[src/rtl/hazard_unit.sv]
// Pipeline hazard unit for the 5-stage MIPS core.
// Resolves data hazards with forwarding where it can. Where it cannot, it
// stalls and flushes. It also holds a multi-cycle divide in Execute and
// counts the cycles in which Decode is stalled.
//
// Ports:
//   clk, rst                 rising-edge clock, async active-high reset
//   rsD, rtD, branchD        Decode source specifiers and branch flag
//   rsE, rtE, writeregE      Execute specifiers and destination
//   regwriteE, memtoregE     Execute writes regfile / is a load
//   divstartE                divide instruction present in Execute
//   writeregM, regwriteM,    Memory destination, regfile write, load
//   memtoregM
//   writeregW, regwriteW     Writeback destination and regfile write
//   forwardAD/BD             Decode comparators take Memory ALU result
//   forwardAE/BE             Execute operand select (00 rf, 01 W, 10 M)
//   stallF/D/E, flushE/M     pipeline register hold / bubble controls
//   divdoneE                 pulse on the final divide cycle
//   stallcnt                 saturating count of stallD cycles
module hazard_unit #(
  parameter int unsigned DIV_CYCLES = 32,
  parameter int unsigned CNT_W      = 32
) (
  input  logic             clk,
  input  logic             rst,
  input  logic [4:0]       rsD,
  input  logic [4:0]       rtD,
  input  logic             branchD,
  input  logic [4:0]       rsE,
  input  logic [4:0]       rtE,
  input  logic [4:0]       writeregE,
  input  logic             regwriteE,
  input  logic             memtoregE,
  input  logic             divstartE,
  input  logic [4:0]       writeregM,
  input  logic             regwriteM,
  input  logic             memtoregM,
  input  logic [4:0]       writeregW,
  input  logic             regwriteW,
  output logic             forwardAD,
  output logic             forwardBD,
  output logic [1:0]       forwardAE,
  output logic [1:0]       forwardBE,
  output logic             stallF,
  output logic             stallD,
  output logic             stallE,
  output logic             flushE,
  output logic             flushM,
  output logic             divdoneE,
  output logic [CNT_W-1:0] stallcnt
);

  localparam int unsigned CW = $clog2(DIV_CYCLES);

  typedef enum logic {IDLE, BUSY} div_state_e;

  div_state_e       state_q;
  logic [CW-1:0]    cnt_q;
  logic [CNT_W-1:0] stallcnt_q;
  logic [CNT_W-1:0] stallcnt_d;
  logic             lwstall;
  logic             branchstall;
  logic             divstall;
  logic             hitE_d;
  logic             hitM_d;

  // Execute operand forwarding; Memory is newer than Writeback so it wins
  always_comb begin
    forwardAE = 2'b00;
    forwardBE = 2'b00;
    if (rsE != 5'd0 && rsE == writeregM && regwriteM)      forwardAE = 2'b10;
    else if (rsE != 5'd0 && rsE == writeregW && regwriteW) forwardAE = 2'b01;
    if (rtE != 5'd0 && rtE == writeregM && regwriteM)      forwardBE = 2'b10;
    else if (rtE != 5'd0 && rtE == writeregW && regwriteW) forwardBE = 2'b01;
  end

  // Decode branch comparator forwarding from Memory
  assign forwardAD = (rsD != 5'd0) && (rsD == writeregM) && regwriteM;
  assign forwardBD = (rtD != 5'd0) && (rtD == writeregM) && regwriteM;

  // Load result not available until after Memory: stall the consumer
  assign lwstall = memtoregE && (writeregE != 5'd0) &&
                   ((writeregE == rsD) || (writeregE == rtD));

  // Branch resolves in Decode, so an ALU result still in Execute or a
  // load still in Memory cannot be forwarded in time
  assign hitE_d = regwriteE && (writeregE != 5'd0) &&
                  ((writeregE == rsD) || (writeregE == rtD));
  assign hitM_d = memtoregM && (writeregM != 5'd0) &&
                  ((writeregM == rsD) || (writeregM == rtD));
  assign branchstall = branchD && (hitE_d || hitM_d);

  // Divide hold: stalled on every cycle except the last one
  assign divstall = !rst && (((state_q == IDLE) && divstartE) ||
                             ((state_q == BUSY) && (cnt_q != '0)));
  assign divdoneE = (state_q == BUSY) && (cnt_q == '0);

  assign stallF = lwstall || branchstall || divstall;
  assign stallD = stallF;
  assign stallE = divstall;
  assign flushM = divstall;
  assign flushE = (lwstall || branchstall) && !divstall;

  // Divide sequencer; the start cycle counts as the first divide cycle
  always_ff @(posedge clk or posedge rst) begin
    if (rst) begin
      state_q <= IDLE;
      cnt_q   <= '0;
    end else begin
      case (state_q)
        IDLE: begin
          if (divstartE) begin
            state_q <= BUSY;
            cnt_q   <= CW'(DIV_CYCLES - 2);
          end
        end
        BUSY: begin
          if (cnt_q != '0) cnt_q <= cnt_q - CW'(1);
          else             state_q <= IDLE;
        end
        default: state_q <= IDLE;
      endcase
    end
  end

  // Saturating stall-cycle counter
  assign stallcnt_d = (stallD && (stallcnt_q != '1)) ? stallcnt_q + CNT_W'(1)
                                                     : stallcnt_q;

  always_ff @(posedge clk or posedge rst) begin
    if (rst) stallcnt_q <= '0;
    else     stallcnt_q <= stallcnt_d;
  end

  assign stallcnt = stallcnt_q;

endmodule
[config.mk]
export PLATFORM = sky130hd
export DESIGN_NAME = hazard_unit
export DESIGN_NICKNAME = d
export VERILOG_FILES = /design/src/rtl/hazard_unit.sv
export SDC_FILE = /design/constraint.sdc
export NUM_CORES = 1
export LEC_CHECK = 0
export BUFFER_PORTS_ARGS = -buffer_cell sky130_fd_sc_hd__buf_2
export CAP_MARGIN = 30
export CORE_UTILIZATION = 50
export DETAILED_ROUTE_END_ITERATION = 10
export PLACE_DENSITY = 0.81
export SYNTH_ARGS = -nofsm -noshare
export SYNTH_HDL_FRONTEND = slang
export SYNTH_SLANG_ARGS = --single-unit
export TNS_END_PERCENT = 20
[constraint.sdc]
create_clock -name clk -period 2.92 [get_ports clk]
set_input_delay 0.438 -clock clk [delete_from_list [all_inputs] [get_ports clk]]
set_output_delay 0.438 -clock clk [all_outputs]
set_load 0.005 [all_outputs]
==> results of run 1 <==
==> worst min-delay path by stage <==
stage,end,from,depth (start not counted)
floorplan,stallcnt[26]$_DFFE_PP0P_,stallcnt[26]$_DFFE_PP0P_,1
global placement,stallcnt[26]$_DFFE_PP0P_,stallcnt[26]$_DFFE_PP0P_,1
detailed placement,stallcnt[29]$_DFFE_PP0P_,stallcnt[29]$_DFFE_PP0P_,1
CTS,cnt_q[3]$_DFFE_PP0P_,rst,3
global route,cnt_q[0]$_DFFE_PP0P_,rst,3
finish,cnt_q[2]$_DFFE_PP0P_,rst,3
==> Yosys cell counts, drive strengths merged <==
master | n | area, um2
or4 | 6 | 48.8
and3 | 9 | 56.3
nor3 | 10 | 50.1
nor3b | 7 | 63.8
buf | 10 | 67.6
nor4 | 18 | 113
o211ai | 1 | 12.5
nor2b | 1 | 6.26
xor2 | 42 | 368
o21ai | 7 | 38.8
clkbuf | 3 | 11.3
nor4b | 7 | 61.3
a32oi | 1 | 8.76
ha | 3 | 37.5
nand4 | 8 | 50.1
and2 | 2 | 12.5
inv | 7 | 26.3
xnor2 | 30 | 263
dfrtp | 38 | 951
nand2 | 21 | 78.8
mux2i | 1 | 10.0
a21oi | 3 | 18.8
nor2 | 12 | 52.6
or3 | 1 | 6.26
nand2b | 2 | 12.5
nand3 | 11 | 55.1
and4 | 3 | 26.3
mux2 | 2 | 26.3
==> where the power goes <==
| group | leakage [nW] | switching (mW) | internal (mW) |
|---|---|---|---|
| Clock | 0.0714 | 0.186 | 0.364 |
| Combinational | 1.05 | 0.240 | 0.243 |
| Sequential | 0.493 | 0.109 | 0.627 |
==> registers in the layout, indices dropped and copies added, names as in the netlist <==
| name | count |
|---|---|
| cnt_q | 5 |
| state_q | 1 |
| stallcnt | 32 |
==> final cells by class <==
type | instances | share of cell area [%]
Timing Repair Buffer | 92 | 15.0
Clock inverter | 2 | 1.90
Clock buffer | 6 | 2.62
Multi-Input combinational cell | 208 | 46.8
Inverter | 7 | 0.833
Sequential cell | 38 | 30.2
Tap cell | 67 | 2.66
==> critical path, cell delays in order (launching register included) <==
cell	delay, ns
dfrtp_1	0.42
inv_1	0.10
ha_1	0.15
nand2_1	0.04
or4_4	0.45
o21ai_2	0.15
nor2_2	0.11
nor3b_4	0.21
buf_4	0.22
inv_2	0.06
buf_2	0.13
==> layer usage <==
metal / up-vias / wire length, um / GRT usage, %
met3: 17 / 359 / 4.97
met4: 0 / 181 / 11.8
met2: 113 / 3030 / 41.3
li1: 1110 / - / -
met5: - / 0 / 0
met1: 1060 / 2450 / 27.8
==> layout by cell type, fill, tap and decap left out, types with 6 or more instances in the layout <==
cell and count:
nor3_1 10, o21ai_0 6, xnor2_1 30, and3_1 9, nand4_1 8, buf_2 87, nand2_1 21, clkbuf_8 6
inv_1 6, nand3_1 11, nor2_1 9, nor4b_1 7, dfrtp_1 38, xor2_1 42, nor3b_1 6, nor4_1 18
==> metrics by stage <==
step                      util (%)  instances  cell area, um2
final                         65.9        420            3150
after global routing          65.9        420            3150
after CTS                     65.9        420            3150
after detailed placement      62.9        412            3010
after global placement        62.9        412            3010
after floorplan                  -        266            2530
==> cell families after synthesis <==
family | Yosys count | synth area share [%]
AOI/OAI and AO/OA | 12 | 3.11
xor gates and xnor gates | 72 | 24.9
adders and majority gates | 3 | 1.48
buffers and inverters | 20 | 4.15
DFF | 38 | 37.5
muxes | 3 | 1.43
and+or+nand+nor | 118 | 27.4
==> flow_summary_export.csv, run 1 <==
group,metric,value,unit
outcome,outcome,"complete, no violations",
sta,rsz0062_at_grt,"no",
place,gp_congestion,0.917,
clocking,hold_buffers,0,
critical_path,crit_arrival,2.32,ns
sta,fin_crit_sh,94.4,%
floorplan,top_level_ports,88,
sta,timing.hold.ws,0.293,ns
route,vias,2300,
synthesis,synth_fp_nets,313,
critical_path,worstRegToRegCells,11,
global_route,overflow,0,
floorplan,dieWidth,73.2,um
critical_path,endpoint_kind,"primary output",
critical_path,start_kind,"flop",
synthesis,syn_area,0.00253,mm2
pwr,vdd_ir_drop_max,0.000232,V
pwr,power_density,561,mW/mm2
final_layout,multiInputGateArea,0.00148,mm2
clocking,cts.clk_slew.worst_paths,0.07,ns
global_route,grt_pass1_vias,2239,
critical_path,cp.required,2.48,ns
floorplan,fp-row-count,25,
sta,timing.final.ws_setup,0.163,ns
floorplan,initial_core_util,52.9,%
sta,finalSetupViolations,0,
clocking,numCtsBuffers,5,
global_route,antenna_found_initial,0,
sta,slew_headroom,68.3,%
synthesis,ys_warn_count,0,
sta,fin_setup_tns,0,ns
sta,fmax,0.363,GHz
critical_path,rr_startpoint,"cnt_q[0]$_DFFE_PP0P_",
route,drc,0,
place,place_ws,0.471,ns
critical_path,worstSetupStartpoint,"cnt_q[0]$_DFFE_PP0P_",
sta,fin_skew,0.00593,ns
final_layout,n_antenna_cell,0,
critical_path,path_class,"reg -> out",
clocking,clk_latency,0.29,ns
sta,final-hold-violation-count,0,
floorplan,core,0.00479,mm2
synthesis,synth_area_per_cell,9.52,um2
min_path,hp-class,"in -> async",
synthesis,synth-seq-cells,38,
route,avgViaCountPerCell,5.48,
route,avgRoutedWirePerCell,14.3,um
critical_path,crit_end,"stallD",
final_layout,drive_gt1_share,31.2,%
global_route,grt_start_max_net_pins,39,
global_route,grt_first_pass_wirelength,9870,um
critical_path,reg2reg_slack,0.45,ns
route,drt_first_pass_iters,5,
clocking,cts_buffer_depth,2,
final_layout,ff_latch_area,951,um2
route,drtIter0Drc,142,
floorplan,dieArea,0.00535,mm2
synthesis,synth_cell_types,37,
route,wirelength,6010,um
final_layout,fill_cells,388,
sta,maxSlewViolCount,0,
clocking,cts_tree,"yes",
clocking,ctsResizeCount,0,
sta,worst_pin_slew,0.476,ns
synthesis,ys_seq_area_share,37.5,%
global_route,grt_use_total,23.8,%
critical_path,reg2reg_to,"stallcnt[22]$_DFFE_PP0P_",
clocking,cts.sinks,38,
clocking,postCtsSetupRepairBufs,0,
final_layout,area_delta_synth_final,24.5,%
route,ant_nets,0,
critical_path,crit_fanout,13,
pwr,p_leak,1.61,nW
sta,fin_crit,2.76,ns
synthesis,syn_inst,266,
place,dp_hpwl,4670,um
floorplan,die_h,73.2,um
clocking,cts_max_level,2,
pwr,power,1.77,mW
flow_run,drv_cap,0,
final_layout,fin_nets,399,
place,io_buffers,87,
clocking,root_buffer,"clkbuf_8",
Power figures use the tool's default switching activity.
==> run 2: changes to the inputs <==
- ABC_AREA: not set -> 1
- PLACE_DENSITY: 0.81 -> 0.78
==> flow_summary_export.csv, run 2 <==
group,metric,value,unit
route,drc,0,
final_layout,drive_gt1_share,20.2,%
outcome,outcome,"complete, no violations",
critical_path,endpoint_kind,"primary output",
min_path,hp-class,"in -> async",
synthesis,synth_fp_nets,571,
place,place_ws,0.729,ns
pwr,seqPwrFrac,39.3,%
final_layout,fin_cells,686,
synthesis,synth_area_per_cell,6.24,um2
route,avgViaCountPerCell,5.15,
clocking,clk_latency,0.30,ns
critical_path,reg2reg_slack,0.78,ns
global_route,grt_pass1_vias,3170,
synthesis,ys_seq_area_share,29.1,%
global_route,antenna_found_initial,0,
route,ant_nets,0,
sta,fin_crit,2.50,ns
synthesis,synth_edf_count,0,
global_route,grt_start_max_net_pins,39,
global_route,grt_use_total,24.4,%
synthesis,async_flop_share,100,%
sta,final-hold-violation-count,0,
clocking,ctsResizeCount,0,
floorplan,fp-row-count,29,
synthesis,synth_top_area_cell,"dfrtp_1",
floorplan,core,0.00631,mm2
sta,rsz0062_at_grt,"no",
place,dpl.cell_count,678,
final_layout,fin_nets,655,
flow_run,drv_cap,0,
final_layout,area_delta_synth_final,17.6,%
critical_path,start_kind,"flop",
sta,timing.final.ws_setup,0.420,ns
clocking,postCtsSetupRepairBufs,0,
final_layout,layout_commonest_cell,"nand2_1",
pwr,p_leak,2.15,nW
synthesis,ys_warn_count,0,
pwr,combPwrFrac,34.9,%
critical_path,path_class,"reg -> out",
clocking,root_buffer,"clkbuf_8",
pwr,clkPwrFrac,25.8,%
final_layout,ff_latch_area,951,um2
clocking,cts_max_level,2,
sta,maxSlewViolCount,0,
final_layout,final_cell_mix,"195 x nand2_1, 87 x buf_2, 62 x inv_1",
sta,fin_crit_sh,85.6,%
sta,finalSetupViolations,0,
pwr,internal-power,1.08,mW
route,vias,3532,
sta,worst_pin_slew,0.588,ns
clocking,cts.sinks,38,
pwr,switchingPower,0.632,mW
sta,slew_headroom,60.5,%
floorplan,dieWidth,82.8,um
final_layout,largest_reg_flops,32,
place,dp_hpwl,6560,um
route,drt_first_pass_iters,5,
critical_path,cp.required,2.48,ns
route,wirelength,8180,um
pwr,netSwitchingFraction,36.8,%
sta,fin_skew,0.0127,ns
clocking,cts.clk_slew.worst_paths,0.08,ns
synthesis,syn_inst,524,
global_route,grt_first_pass_wirelength,14000,um
place,gp_congestion,0.942,
pwr,power,1.72,mW
final_layout,multiInputGateArea,0.00197,mm2
final_layout,fill_cells,611,
synthesis,synth_area_leaders,"dfrtp_1 29%, nand2_1 22%, nand3_1 8.0%, inv_1 7.1%, nor2_1 5.9%",
floorplan,die_h,82.8,um
global_route,overflow,0,
synthesis,synth_top_area_share,29.1,%
critical_path,crit_arrival,2.06,ns
sta,fin_setup_tns,0,ns
route,drtIter0Drc,180,
pwr,power_density,447,mW/mm2
clocking,hold_buffers,0,
floorplan,initial_core_util,51.8,%
sta,fmax,0.400,GHz
final_layout,n_antenna_cell,0,
clocking,cts_tree,"yes",
synthesis,syn_area,0.00327,mm2
floorplan,top_level_ports,88,
synthesis,synth.most_common_cell,"nand2_1",
synthesis,synth-seq-cells,38,
pwr,vdd_ir_drop_max,0.000289,V
synthesis,synthFlopType,"dfrtp_1",
clocking,numCtsBuffers,5,
synthesis,netlist_top_cells_count,"195 x nand2_1, 62 x inv_1, 52 x nand3_1",
floorplan,dieArea,0.00686,mm2
critical_path,crit_fanout,22,
clocking,cts_buffer_depth,2,
route,avgRoutedWirePerCell,11.9,um
sta,timing.hold.ws,0.312,ns
place,io_buffers,87,
synthesis,synth_cell_types,38,
run 2: cell count changes after synthesis, moves of 7 or more:
cell,change
and3_1,-9
inv_1,+56
inv_2,+7
nand2_1,+174
nand3_1,+41
nor2_1,+42
nor4_1,-14
nor4b_1,-7
xnor2_1,-18
xor2_1,-22
run 2: area by class of cell:
class | instances | share of cell area (%)
Multi-Input combinational cell | 402 | 51.2
Sequential cell | 38 | 24.7
Timing Repair Buffer | 89 | 11.7
Inverter | 72 | 7.06
Tap cell | 77 | 2.51
Clock buffer | 7 | 1.99
Clock inverter | 1 | 0.781
run 2: routing by layer:
layer	routed length, um	track usage (%)	vias up
met5	0	0	-
met4	77	6.27	0
met3	510	4.08	7
met2	3880	41.7	124
met1	3710	32.0	1598
li1	-	-	1803
run 2: cell families (layout without fill, tap and decap cells):
kind of cell,Yosys count,count (layout),synth area share (%)
flops,38,38,29.1
buf+inv,84,169,10.7
fa+ha+maj,3,3,1.15
xor+xnor,32,32,8.58
simple gates,348,348,46.6
compound gates,19,19,3.87
run 2: path summary, 6_finish.rpt:
kind,endpoint,start,depth (start not counted)
hold / removal,stallcnt[27]$_DFFE_PP0P_,rst,3
min in group clk,cnt_q[3]$_DFFE_PP0P_,divstartE,3
setup / recovery,stallD,cnt_q[0]$_DFFE_PP0P_,8
setup reg to reg,stallcnt[14]$_DFFE_PP0P_,cnt_q[0]$_DFFE_PP0P_,10
max in group asynchronous,stallcnt[8]$_DFFE_PP0P_,rst,3
hold reg to reg,stallcnt[24]$_DFFE_PP0P_,stallcnt[24]$_DFFE_PP0P_,2
run 2: per-stage QoR:
| stage | util, % | area, um2 |
|---|---|---|
| after floorplan | - | 3270 |
| after global placement | 59.2 | 3740 |
| after detailed placement | 59.2 | 3740 |
| after CTS | 60.9 | 3840 |
| after global routing | 60.9 | 3840 |
| final | 60.9 | 3840 |
run 2: power groups by stage:
stage	sequential, mW	clock [mW]	combinational, mW
6_report	0.675	0.443	0.599
5_1_grt	0.686	0.468	0.684
4_1_cts	0.675	0.451	0.601
3_5_place_dp	0.684	0	0.594
3_3_place_gp	0.682	0	0.574
2_1_floorplan	0.674	0	0.439
run 2: critical path, stage by stage, from the launching register on:
cell and delay, ns:
dfrtp_1 0.38, inv_1 0.11, ha_1 0.16, nand3_1 0.07, nor2_1 0.12, nor2_1 0.10, o21ai_2 0.17, nand3_2 0.39
buf_2 0.28
==> run 3: changes to the inputs <==
- CORE_ASPECT_RATIO: not set -> 1.5
==> flow_summary_export.csv, run 3 (synthesized netlist as in run 2, its figures left out) <==
group,metric,value,unit
clocking,numCtsBuffers,5,
floorplan,initial_core_util,52.6,%
floorplan,dieArea,0.00687,mm2
sta,fin_setup_tns,0,ns
route,drt_first_pass_iters,4,
pwr,switchingPower,0.640,mW
place,placed_area,0.00374,mm2
final_layout,drive_gt1_share,20.7,%
sta,maxSlewViolCount,0,
clocking,ctsResizeCount,0,
global_route,grt_use_total,26.9,%
clocking,cts_max_level,2,
pwr,power_density,434,mW/mm2
place,io_buffers,87,
clocking,cts_tree,"yes",
pwr,vdd_ir_drop_max,0.000250,V
critical_path,rr_startpoint,"cnt_q[0]$_DFFE_PP0P_",
global_route,overflow,0,
final_layout,largest_reg_flops,32,
critical_path,reg2reg_slack,0.83,ns
global_route,grt_pass1_vias,3419,
final_layout,fin_nets,656,
floorplan,die_h,101,um
critical_path,start_kind,"flop",
route,avgViaCountPerCell,5.14,
clocking,hold_buffers,0,
sta,fin_crit,2.32,ns
clocking,cts.clk_slew.worst_paths,0.08,ns
clocking,postCtsSetupRepairBufs,0,
pwr,p_leak,2.15,nW
clocking,root_buffer,"clkbuf_8",
pwr,clkPwrFrac,23.4,%
global_route,grt_first_pass_wirelength,14400,um
sta,worst_pin_slew,0.557,ns
floorplan,fp-row-count,35,
route,drtIter0Drc,231,
floorplan,core,0.00622,mm2
sta,timing.hold.ws,0.320,ns
route,vias,3515,
critical_path,worstRegToRegCells,11,
sta,slew_headroom,62.6,%
global_route,antenna_found_initial,0,
sta,rsz0062_at_grt,"no",
pwr,seqPwrFrac,40.6,%
critical_path,reg2reg_to,"stallcnt[14]$_DFFE_PP0P_",
floorplan,dieWidth,68.0,um
clocking,cts_buffer_depth,2,
critical_path,endpoint_kind,"primary output",
final_layout,fin_area,0.00384,mm2
pwr,internal-power,1.02,mW
critical_path,crit_fanout,11,
final_layout,final_cell_mix,"195 x nand2_1, 87 x buf_2, 62 x inv_1",
clocking,clk_latency,0.30,ns
route,wirelength,8430,um
pwr,netSwitchingFraction,38.5,%
global_route,grt_start_max_net_pins,39,
clocking,cts.sinks,38,
final_layout,n_antenna_cell,0,
critical_path,path_class,"reg -> out",
pwr,combPwrFrac,35.9,%
final_layout,area_delta_synth_final,17.4,%
sta,fmax,0.430,GHz
flow_run,drv_cap,0,
final_layout,layout_commonest_cell,"nand2_1",
route,avgRoutedWirePerCell,12.3,um
outcome,outcome,"complete, no violations",
critical_path,crit_arrival,1.89,ns
sta,fin_crit_sh,79.6,%
route,drc,0,
sta,fin_skew,0.0101,ns
place,gp_congestion,0.879,
floorplan,top_level_ports,88,
min_path,hp-class,"in -> async",
place,dp_hpwl,6670,um
route,ant_nets,0,
sta,final-hold-violation-count,0,
critical_path,cp.required,2.48,ns
sta,finalSetupViolations,0,
[run 3: changes by cell type in the layout (fill, tap and decap cells not counted)]
cell,change
clkbuf_1,-2
clkinv_2,+1
buf_4,+1
clkbuf_8,+1
bufinv_16,-1
clkinvlp_4,+1
[run 3: routing by layer]
layer	share of wire (%)	routed length (um)	track usage (%)	up-vias
met5	0	0	0	-
met4	3.4	283	12.8	0
met3	5.1	431	4.07	25
met2	51	4340	49.5	124
met1	40	3370	28.5	1562
li1	-	-	-	1804
[run 3: metrics by stage]
| step | utilization [%] | setup WS (ns) | instances | power [mW] |
|---|---|---|---|---|
| 6_report | 61.7 | 0.595 | 684 | 1.66 |
| 5_1_grt | 61.7 | 0.465 | 684 | 1.80 |
| 3_5_place_dp | 60.2 | 0.834 | 676 | 1.28 |
| 3_3_place_gp | 60.2 | 0.899 | 676 | 1.26 |
| 2_1_floorplan | - | 0.574 | 524 | 1.11 |
| 4_1_cts | 61.7 | 0.568 | 684 | 1.67 |
[run 3: cell type report]
cell class	count	area, um2
Clock buffer	6	82.6
Clock inverter	2	12.5
Fill cell	597	2380
Inverter	72	272
Multi-Input combinational cell	402	1970
Sequential cell	38	951
Tap cell	74	92.6
Timing Repair Buffer	90	458
[run 3: power groups by stage]
stage | sequential [mW] | clock, mW | combinational, mW
finish | 0.676 | 0.390 | 0.598
floorplan | 0.674 | 0 | 0.439
global route | 0.689 | 0.417 | 0.689
global placement | 0.685 | 0 | 0.577
detailed placement | 0.686 | 0 | 0.599
CTS | 0.677 | 0.394 | 0.600
[run 3: how the worst max path moves through the flow]
| stage | slack [ns] | from | end | cells after the start |
|---|---|---|---|---|
| final | 0.60 | cnt_q[0]$_DFFE_PP0P_ | stallF | 8 |
| after detailed placement | 0.83 | cnt_q[0]$_DFFE_PP0P_ | stallcnt[0]$_DFFE_PP0P_ | 11 |
| after floorplan | 0.57 | rst | stallF | 5 |
| after CTS | 0.57 | cnt_q[0]$_DFFE_PP0P_ | stallF | 8 |
| after global routing | 0.47 | cnt_q[0]$_DFFE_PP0P_ | stallD | 8 |
| after global placement | 0.90 | stallcnt[0]$_DFFE_PP0P_ | stallcnt[20]$_DFFE_PP0P_ | 11 |
[run 3: worst max-delay path, stage by stage, from the launching register on]
cell     delay [ns]
dfrtp_1        0.38
inv_1          0.12
ha_1           0.17
nand3_1        0.07
nor2_1         0.13
nor2_1         0.10
o21ai_2        0.17
nand3_2        0.24
buf_2          0.21
